`config.mk`:
```
export PLATFORM = sky130hd
export DESIGN_NAME = pixel_serializer
export DESIGN_NICKNAME = d
export VERILOG_FILES = /design/src/rtl/pixel_serializer.sv
export SDC_FILE = /design/constraint.sdc
export NUM_CORES = 1
export LEC_CHECK = 0
export ABC_CLOCK_PERIOD_IN_PS = 3200
export CAP_MARGIN = 20
export CORE_MARGIN = 4
export CORE_UTILIZATION = 48
export DETAILED_ROUTE_END_ITERATION = 10
export GPL_TIMING_DRIVEN = 1
export PLACE_DENSITY = 0.7
export SYNTH_ARGS = -nofsm -noshare
export SYNTH_HDL_FRONTEND = slang
export SYNTH_SLANG_ARGS = --single-unit
```
`constraint.sdc`:
```
create_clock -name clk -period 3.2 [get_ports clk]
set_input_delay 0.64 -clock clk [delete_from_list [all_inputs] [get_ports clk]]
set_output_delay 0.64 -clock clk [all_outputs]
set_load 0.005 [all_outputs]
```
`src/rtl/pixel_serializer.sv`:
```
// Buffers shaded pixels in a small FIFO and streams each one out as R,G,B bytes
// (or two RGB565 bytes when PIXEL_SERIALIZER_RGB565_EN is defined).
module pixel_serializer #(
  parameter int FIFO_DEPTH = 4
) (
  input  logic       clk,
  input  logic       rst_n,
  input  logic       in_valid,
  output logic       in_ready,
  input  logic [9:0] in_x,
  input  logic [9:0] in_y,
  input  logic [7:0] in_r,
  input  logic [7:0] in_g,
  input  logic [7:0] in_b,
  output logic [7:0] out_data,
  output logic       out_valid,
  input  logic       out_ready,
  output logic       out_sop,
  output logic       out_sof,
  output logic       overflow,
  output logic [3:0] fifo_level
);

  localparam int PTR_W = (FIFO_DEPTH > 1) ? $clog2(FIFO_DEPTH) : 1;
  localparam int ENT_W = 25;
  localparam logic [3:0] FULL_LVL = 4'(FIFO_DEPTH);

  typedef enum logic [1:0] {IDLE, BYTE0, BYTE1, BYTE2} state_e;

  logic [ENT_W-1:0] fifo_mem_q [FIFO_DEPTH];
  logic [ENT_W-1:0] fifo_mem_d [FIFO_DEPTH];
  logic [PTR_W-1:0] wr_ptr_q, wr_ptr_d;
  logic [PTR_W-1:0] rd_ptr_q, rd_ptr_d;
  logic [3:0]       level_q, level_d;
  logic             overflow_q, overflow_d;
  state_e           state_q, state_d;
  logic [ENT_W-1:0] hold_q, hold_d;

  logic             push;
  logic             pop;
  logic             accept;
  logic             last_byte;
  logic [ENT_W-1:0] in_entry;

  function automatic logic [7:0] pick_byte(input state_e st, input logic [23:0] rgb);
    logic [7:0] r, g, b;
    r = rgb[23:16];
    g = rgb[15:8];
    b = rgb[7:0];
`ifdef PIXEL_SERIALIZER_RGB565_EN
    case (st)
      BYTE0:   pick_byte = {r[7:3], g[7:5]};
      BYTE1:   pick_byte = {g[4:2], b[7:3]};
      default: pick_byte = 8'h00;
    endcase
`else
    case (st)
      BYTE0:   pick_byte = r;
      BYTE1:   pick_byte = g;
      BYTE2:   pick_byte = b;
      default: pick_byte = 8'h00;
    endcase
`endif
  endfunction

  // Input side: readiness comes only from the registered level, so a full FIFO
  // refuses a push even when a pop happens on the same edge.
  assign in_ready = rst_n && (level_q != FULL_LVL);
  assign push     = in_valid && in_ready;
  assign in_entry = {(in_x == 10'd0) && (in_y == 10'd0), in_r, in_g, in_b};

  assign out_valid = (state_q != IDLE);
  assign accept    = out_valid && out_ready;
`ifdef PIXEL_SERIALIZER_RGB565_EN
  assign last_byte = (state_q == BYTE1);
`else
  assign last_byte = (state_q == BYTE2);
`endif

  always_comb begin
    state_d = state_q;
    hold_d  = hold_q;
    pop     = 1'b0;
    case (state_q)
      IDLE:    state_d = IDLE;
      BYTE0:   if (accept) state_d = BYTE1;
      BYTE1:   if (accept) state_d = BYTE2;
      BYTE2:   if (accept) state_d = IDLE;
      default: state_d = IDLE;
    endcase
    // Loading the next pixel on the final byte's acceptance keeps the stream gapless.
    if ((state_q == IDLE) || (accept && last_byte)) begin
      if (level_q != 4'd0) begin
        pop     = 1'b1;
        hold_d  = fifo_mem_q[rd_ptr_q];
        state_d = BYTE0;
      end else begin
        state_d = IDLE;
      end
    end
  end

  always_comb begin
    fifo_mem_d = fifo_mem_q;
    wr_ptr_d   = wr_ptr_q;
    rd_ptr_d   = rd_ptr_q;
    level_d    = level_q;
    overflow_d = overflow_q || (in_valid && !in_ready);
    if (push) begin
      fifo_mem_d[wr_ptr_q] = in_entry;
      wr_ptr_d             = wr_ptr_q + PTR_W'(1);
    end
    if (pop) begin
      rd_ptr_d = rd_ptr_q + PTR_W'(1);
    end
    case ({push, pop})
      2'b10:   level_d = level_q + 4'd1;
      2'b01:   level_d = level_q - 4'd1;
      default: level_d = level_q;
    endcase
  end

  always_ff @(posedge clk) begin
    if (!rst_n) begin
      wr_ptr_q   <= '0;
      rd_ptr_q   <= '0;
      level_q    <= 4'd0;
      overflow_q <= 1'b0;
      state_q    <= IDLE;
      hold_q     <= '0;
    end else begin
      wr_ptr_q   <= wr_ptr_d;
      rd_ptr_q   <= rd_ptr_d;
      level_q    <= level_d;
      overflow_q <= overflow_d;
      state_q    <= state_d;
      hold_q     <= hold_d;
    end
  end

  // Storage is unreachable until written, so it needs no reset.
  always_ff @(posedge clk) begin
    fifo_mem_q <= fifo_mem_d;
  end

  assign out_data   = pick_byte(state_q, hold_q[23:0]);
  assign out_sop    = (state_q == BYTE0);
  assign out_sof    = out_sop && hold_q[24];
  assign overflow   = overflow_q;
  assign fifo_level = level_q;

endmodule
```
# After elaboration in Yosys (flattened, before gate mapping)
# Cells that the tools add are included.
# op_classes
addsub	4
multipliers	0
n_div	0
n_lt_le_gt_ge	3
n_eq_ne	9
shift	0
mux	16
bitwise	2
n_reduce_logical	19
# ops
cell	count
100-bit bitwise mux	1
25-bit 2-to-1 mux	3
25-bit binary-select mux with 2-bit select	1
25-bit demux with 2-bit select	1
8-bit case mux with 3 select lines	1
10-bit logical NOT	2
1-bit logical AND	8
2-bit 2-to-1 mux	4
2-bit case mux with 4 select lines	1
4-bit case mux with 2 select lines	1
2-bit equality test, second input constant	3
3-bit >= comparator, second input constant	2
2-bit NOT with 3-bit output	2
2-bit by 1-bit adder with 2-bit output, second input constant	2
4-bit by 1-bit adder with 4-bit output, second input constant	1
2-bit by 1-bit equality test with 1-bit output, second input constant	2
4-bit by 3-bit != test with 1-bit output, second input constant	1
2-bit nonzero test	2
4-bit nonzero test	1
4-bit by 1-bit subtractor with 4-bit output, second input constant	1
3-bit by 1-bit < comparator with 1-bit output, second input constant	1
1-bit 2-to-1 mux	3
3-bit by 1-bit != test with 1-bit output, second input constant	1
3-bit by 2-bit != test with 1-bit output, second input constant	1
other kinds (6)	7
# totals
register_bits	136
latchBits	0
mem_bits_rw	0
romBits	0
input_bits	48
output_inout_bits	17
elab_cells	63
memories	0

# Depth between registers and ports, before layout
# logic_depth
word_depth	7
depth_mapped	14
ltp_nobuf	12

# Least setup slack after synthesis
# OpenSTA, ideal clock, no wires.
# synth_path
path_type	register to register
startpoint	register state_q[1]
endpoint	register level_q[2], in the netlist fifo_level[2]
setup_ps	70
t_arrival_ps	2383
setup_slack_ps	747
stages_incl_launch_ff	15
n_path_buf	3
synth_period_minus_slack_ps	2453
path_cell_list	dfxtp_1 -> ha_1 -> buf_4 -> a21oi_2 -> a21o_1 -> buf_6 -> inv_8 -> buf_6 -> ha_1 -> xor2_1 -> ha_1 -> a21oi_1 -> xor2_1 -> or3_1 -> a21boi_1
# synth_between
elab_chain_len	7
# synth_rtl
item	line	source
from (decl)	36	state_e state_q, state_d;
from (signal assigned)	136	state_q <= state_d;
2-bit nonzero test	72	assign out_valid = (state_q != IDLE);
1-bit logical AND	73	assign accept = out_valid && out_ready;
1-bit logical AND	92	if ((state_q == IDLE) || (accept && last_byte)) begin
1-bit logical OR (*)	92	
1-bit 2-to-1 mux (*)	92	
named net pop	40	logic pop;
2-bit by 1-bit equality test with 1-bit output / 2-bit equality test (equally long branches)	116	case ({push, pop})
4-bit case mux with 2 select lines / 2-bit nonzero test (equally long branches)	-	
to (signal assigned)	134	level_q <= level_d;
to (decl)	34	logic [3:0] level_q, level_d;
# The timed path passes the listed nets; every way through them passes the cells marked *.
# A chain may end at the register's enable or synchronous reset.

# Worst setup path after layout
# layout_path
startpoint	register state_q[0]
endpoint	output port out_data[0]
# layout_between
elab_chain_len	2
# layout_rtl
item	line	source
2-bit equality test / 2-bit by 1-bit equality test with 1-bit output (equally long branches)	57	case (st)
8-bit case mux with 3 select lines (*)	57	
to (decl)	15	output logic [7:0] out_data,
# Mark *: on every way between the ends. The rest lies on a longest branch, timed or not.

==> metrics.txt <==
# TYPE chip_impl_metric gauge
chip_impl_metric{name="antenna_left",unit=""} 0
chip_impl_metric{name="clock_path_buffers",unit=""} 2
chip_impl_metric{name="max-cap-violations",unit=""} 0
chip_impl_metric{name="postSynthAreaPerCell",unit="µm²"} 15.7
chip_impl_metric{name="grt_max_degree",unit=""} 39
chip_impl_info{name="worstPathCellList",value="inv_1 > ha_1 > a222oi_1 > nor2_1 > clkdlybuf4s50_1"} 1
chip_impl_metric{name="via_count",unit=""} 3125
chip_impl_metric{name="die-height",unit="µm"} 115
chip_impl_metric{name="period_needed",unit="ns"} 2.87
chip_impl_metric{name="layout.cell_area.non_filler",unit="µm²"} 6830
chip_impl_info{name="layout_common_cells",value="sky130_fd_sc_hd__edfxtp_1, sky130_fd_sc_hd__clkdlybuf4s50_1, sky130_fd_sc_hd__nand2_1"} 1
chip_impl_metric{name="finalWirelength",unit="µm"} 10700
chip_impl_metric{name="drc",unit=""} 0
chip_impl_metric{name="proportion_of_synthesized_chip_area_in_sequential_cells",unit="%"} 67.4
chip_impl_metric{name="synth.ff_latch_count",unit=""} 136
chip_impl_metric{name="grt_overflow",unit=""} 0
chip_impl_metric{name="post-route-period-util",unit="%"} 89.8
chip_impl_metric{name="cts_hold_repair.buffers",unit=""} 0
chip_impl_metric{name="drtPass1Iterations",unit=""} 5
chip_impl_metric{name="timing_hold_violations_final",unit=""} 0
chip_impl_metric{name="fin_setup_tns",unit="ns"} 0
chip_impl_metric{name="critPathBufInv",unit=""} 2
chip_impl_metric{name="diodes",unit=""} 0
chip_impl_info{name="tritoncts",value="built"} 1
chip_impl_info{name="slowest_stage_cell_cp",value="sky130_fd_sc_hd__clkdlybuf4s50_1"} 1
chip_impl_metric{name="grt_first_pass_wirelength",unit="µm"} 16900
chip_impl_metric{name="path_max_fanout",unit=""} 9
chip_impl_info{name="timing.rr.end",value="fifo_level[2]$_SDFFE_PN0P_"} 1
chip_impl_metric{name="postCtsSetupBuffers",unit=""} 0
chip_impl_metric{name="yosys-mux-area-fraction",unit="%"} 10.9
chip_impl_metric{name="nNetsFinal",unit=""} 480
chip_impl_metric{name="placedInstanceArea",unit="µm²"} 6230
chip_impl_info{name="worst_r2r_startpoint",value="state_q[1]$_SDFFE_PN0P_"} 1
chip_impl_info{name="critPathLaunchType",value="register"} 1
chip_impl_metric{name="power_density",unit="nW/µm²"} 826
chip_impl_metric{name="slowest_delay",unit="ns"} 0.49
chip_impl_info{name="outcome",value="complete, no violations"} 1
chip_impl_metric{name="worst_ep_required_time",unit="ns"} 2.56
chip_impl_metric{name="synth_compound_area_share",unit="%"} 6.45
chip_impl_metric{name="synth-warning-count",unit=""} 0
chip_impl_metric{name="share_of_synthesized_cell_area_in_and_or_nand_and_nor_gates",unit="%"} 8.24
chip_impl_info{name="worst_setup_path_endpoint",value="out_data[0]"} 1
chip_impl_metric{name="power",unit="µW"} 5640
chip_impl_metric{name="slew_headroom",unit="%"} 50.9
chip_impl_metric{name="pin_count",unit=""} 65
chip_impl_metric{name="netlist_area",unit="µm²"} 5530
chip_impl_metric{name="post_detailed_placement_half_perimeter_wirelength",unit="µm"} 6630
chip_impl_metric{name="slew_worst_pin",unit="ns"} 0.737
chip_impl_metric{name="power.static_leakage",unit="µW"} 0.00230
chip_impl_metric{name="cp_data_arrival_time",unit="ns"} 2.23
chip_impl_metric{name="worst_clock_skew_on_the_final_layout",unit="ns"} 0.00646
chip_impl_metric{name="drt-wirelength-per-cell",unit="µm"} 18.7
chip_impl_info{name="main_combinational_cell_family_by_area_after_synthesis",value="multiplexers"} 1
chip_impl_metric{name="die_area",unit="µm²"} 13300
chip_impl_info{name="critical_setup_path_class",value="register to output port"} 1
chip_impl_metric{name="grt_use_total",unit="%"} 17.2
chip_impl_metric{name="vdd.ir_drop.worst",unit="V"} 0.000741
chip_impl_metric{name="grt_antenna_before_repair",unit=""} 0
chip_impl_metric{name="net_count_after_synthesis",unit=""} 413
chip_impl_metric{name="drt_first_iter_violations",unit=""} 277
chip_impl_metric{name="ff2ff_setup_slack",unit="ns"} 0.47
chip_impl_metric{name="adder_and_majority_cell_fraction_of_the_synthesized_area",unit="%"} 2.72
chip_impl_metric{name="nFillCells",unit=""} 858
chip_impl_metric{name="fmax",unit="MHz"} 348
chip_impl_metric{name="worst_skew_pair.late_latency",unit="ns"} 0.41
chip_impl_info{name="crit_end_category",value="output port"} 1
chip_impl_metric{name="worstRegToRegCells",unit=""} 11
chip_impl_metric{name="first_global_vias",unit=""} 3149
chip_impl_metric{name="report.final.setup_viol",unit=""} 0
chip_impl_metric{name="worst-path-stages",unit=""} 5
chip_impl_metric{name="place.gp.congestion",unit=""} 0.761
chip_impl_info{name="clock_root_buffer_master",value="sky130_fd_sc_hd__clkbuf_16"} 1
chip_impl_metric{name="initial_core_util",unit="%"} 50.1
chip_impl_metric{name="report.final.slew_viol_count",unit=""} 0
chip_impl_metric{name="cts.htree.levels",unit=""} 4
chip_impl_metric{name="drive_above_1_share",unit="%"} 14.5
chip_impl_metric{name="synthCells",unit=""} 353
chip_impl_info{name="timing.critical_path.max_delay_family",value="buffers and inverters"} 1
chip_impl_metric{name="cts_repair_resize_count",unit=""} 0
chip_impl_info{name="grt_setup_unrepaired",value="false"} 1
chip_impl_metric{name="via_per_inst",unit=""} 5.45
chip_impl_metric{name="port_buffers",unit=""} 64
chip_impl_metric{name="synth_xor_area_share",unit="%"} 0.792
chip_impl_metric{name="die_w",unit="µm"} 115
chip_impl_info{name="crit_path_start",value="state_q[0]$_SDFFE_PN0P_"} 1
chip_impl_info{name="min_path_type",value="register to register"} 1
chip_impl_info{name="mostFrequentLayoutCell",value="sky130_fd_sc_hd__edfxtp_1"} 1
chip_impl_metric{name="numClockSinks",unit=""} 136
chip_impl_metric{name="rows",unit=""} 38
chip_impl_metric{name="tritoncts.num_buffers",unit=""} 17
chip_impl_metric{name="fp.coreArea",unit="µm²"} 11000
chip_impl_metric{name="clkTransAtPathRegs",unit="ns"} 0.05
chip_impl_metric{name="number_of_library_cell_types_mapped_by_synthesis",unit=""} 37
chip_impl_metric{name="syn_to_final_growth",unit="%"} 23.5
==> cell usage after synthesis (all sizes together) <==
library cell    n  area (µm²)
and3b           1        8.76
nor3            1        5.00
nor4            5        31.3
o32ai           1        8.76
mux4           25         574
nand2          56         210
buf            16         138
nand2b          1        6.26
or3             3        18.8
a21boi         27         203
a21oi           5        28.8
inv             8        37.5
and2            8        53.8
mux2i           3        30.0
xor2            3        26.3
clkbuf          5        18.8
ha             12         150
nand3           1        5.00
nor2           12        45.0
and2b           3        22.5
nor4b           1        23.8
xnor2           2        17.5
nor2b           4        25.0
a31oi           1        6.26
a222oi          8        80.1
a211oi          1        7.51
edfxtp        100        3000
o21ai           3        15.0
dfxtp          36         721
a21o            1        7.51
==> where the power goes <==
| part | leakage [µW] | internal (µW) | switching, µW |
|---|---|---|---|
| Sequential | 0.00120 | 2150 | 197 |
| Clock | 0.000283 | 1230 | 742 |
| Combinational | 0.000815 | 618 | 704 |
==> worst reg2reg max path, delay by kind of cell (launching register included) <==
kind	cells	cell delay (ns)
buf+inv	1	0.17
xor+xnor	2	0.37
simple gates	1	0.31
fa+ha+maj	3	0.90
flops	1	0.40
compound gates	4	0.53
==> worst min-delay path by stage <==
stage	from	endpoint	slack (ns)	cells past startpoint
floorplan	hold_q[5]$_SDFFE_PN0P_	hold_q[5]$_SDFFE_PN0P_	0.43	2
global placement	hold_q[7]$_SDFFE_PN0P_	hold_q[7]$_SDFFE_PN0P_	0.45	2
detailed placement	hold_q[9]$_SDFFE_PN0P_	hold_q[9]$_SDFFE_PN0P_	0.45	2
CTS	hold_q[9]$_SDFFE_PN0P_	hold_q[9]$_SDFFE_PN0P_	0.46	2
global route	hold_q[6]$_SDFFE_PN0P_	hold_q[6]$_SDFFE_PN0P_	0.48	2
finish	hold_q[24]$_SDFFE_PN0P_	hold_q[24]$_SDFFE_PN0P_	0.46	2
==> state kept, by name, summed over array words and instances, names as in the netlist <==
register,count
fifo_level,4
overflow,1
wr_ptr_q,2
hold_q,25
state_q,2
fifo_mem_q,100
rd_ptr_q,2
==> logic make-up after synthesis <==
family          after synthesis
compound gates               47
xor+xnor                      5
fa+ha+maj                    12
buf+inv                      29
flops                       136
mux                          28
simple gates                 96
==> routing by layer <==
layer	GRT usage, %	up-vias	part of all wire, %
li1	-	1474	-
met1	23.7	1568	45
met2	26.5	71	49
met3	4.42	12	4.7
met4	6.57	0	1.2
met5	0	-	0
==> per-stage QoR <==
| stage | worst slack, ns | instances | utilization [%] | hold slack (ns) |
|---|---|---|---|---|
| CTS | 0.330 | 573 | 61.9 | 0.462 |
| detailed placement | 0.246 | 541 | 56.4 | 0.452 |
| finish | 0.326 | 573 | 61.9 | 0.458 |
| global placement | 0.315 | 541 | 56.4 | 0.448 |
| floorplan | 0.747 | 353 | - | 0.434 |
| global route | 0.172 | 573 | 61.9 | 0.480 |
==> layout make-up <==
type                       instances  area [µm²]  share of cell area, %
timing repair buffer              69         678                   9.93
clock inverter                    14         173                   2.53
inverter                           8        37.5                  0.550
multi-input combinational        188        1610                   23.6
clock buffer                      18         429                   6.29
sequential                       136        3720                   54.6
tap                              140         175                   2.57
No activity file was read; power rests on OpenSTA's default activity.
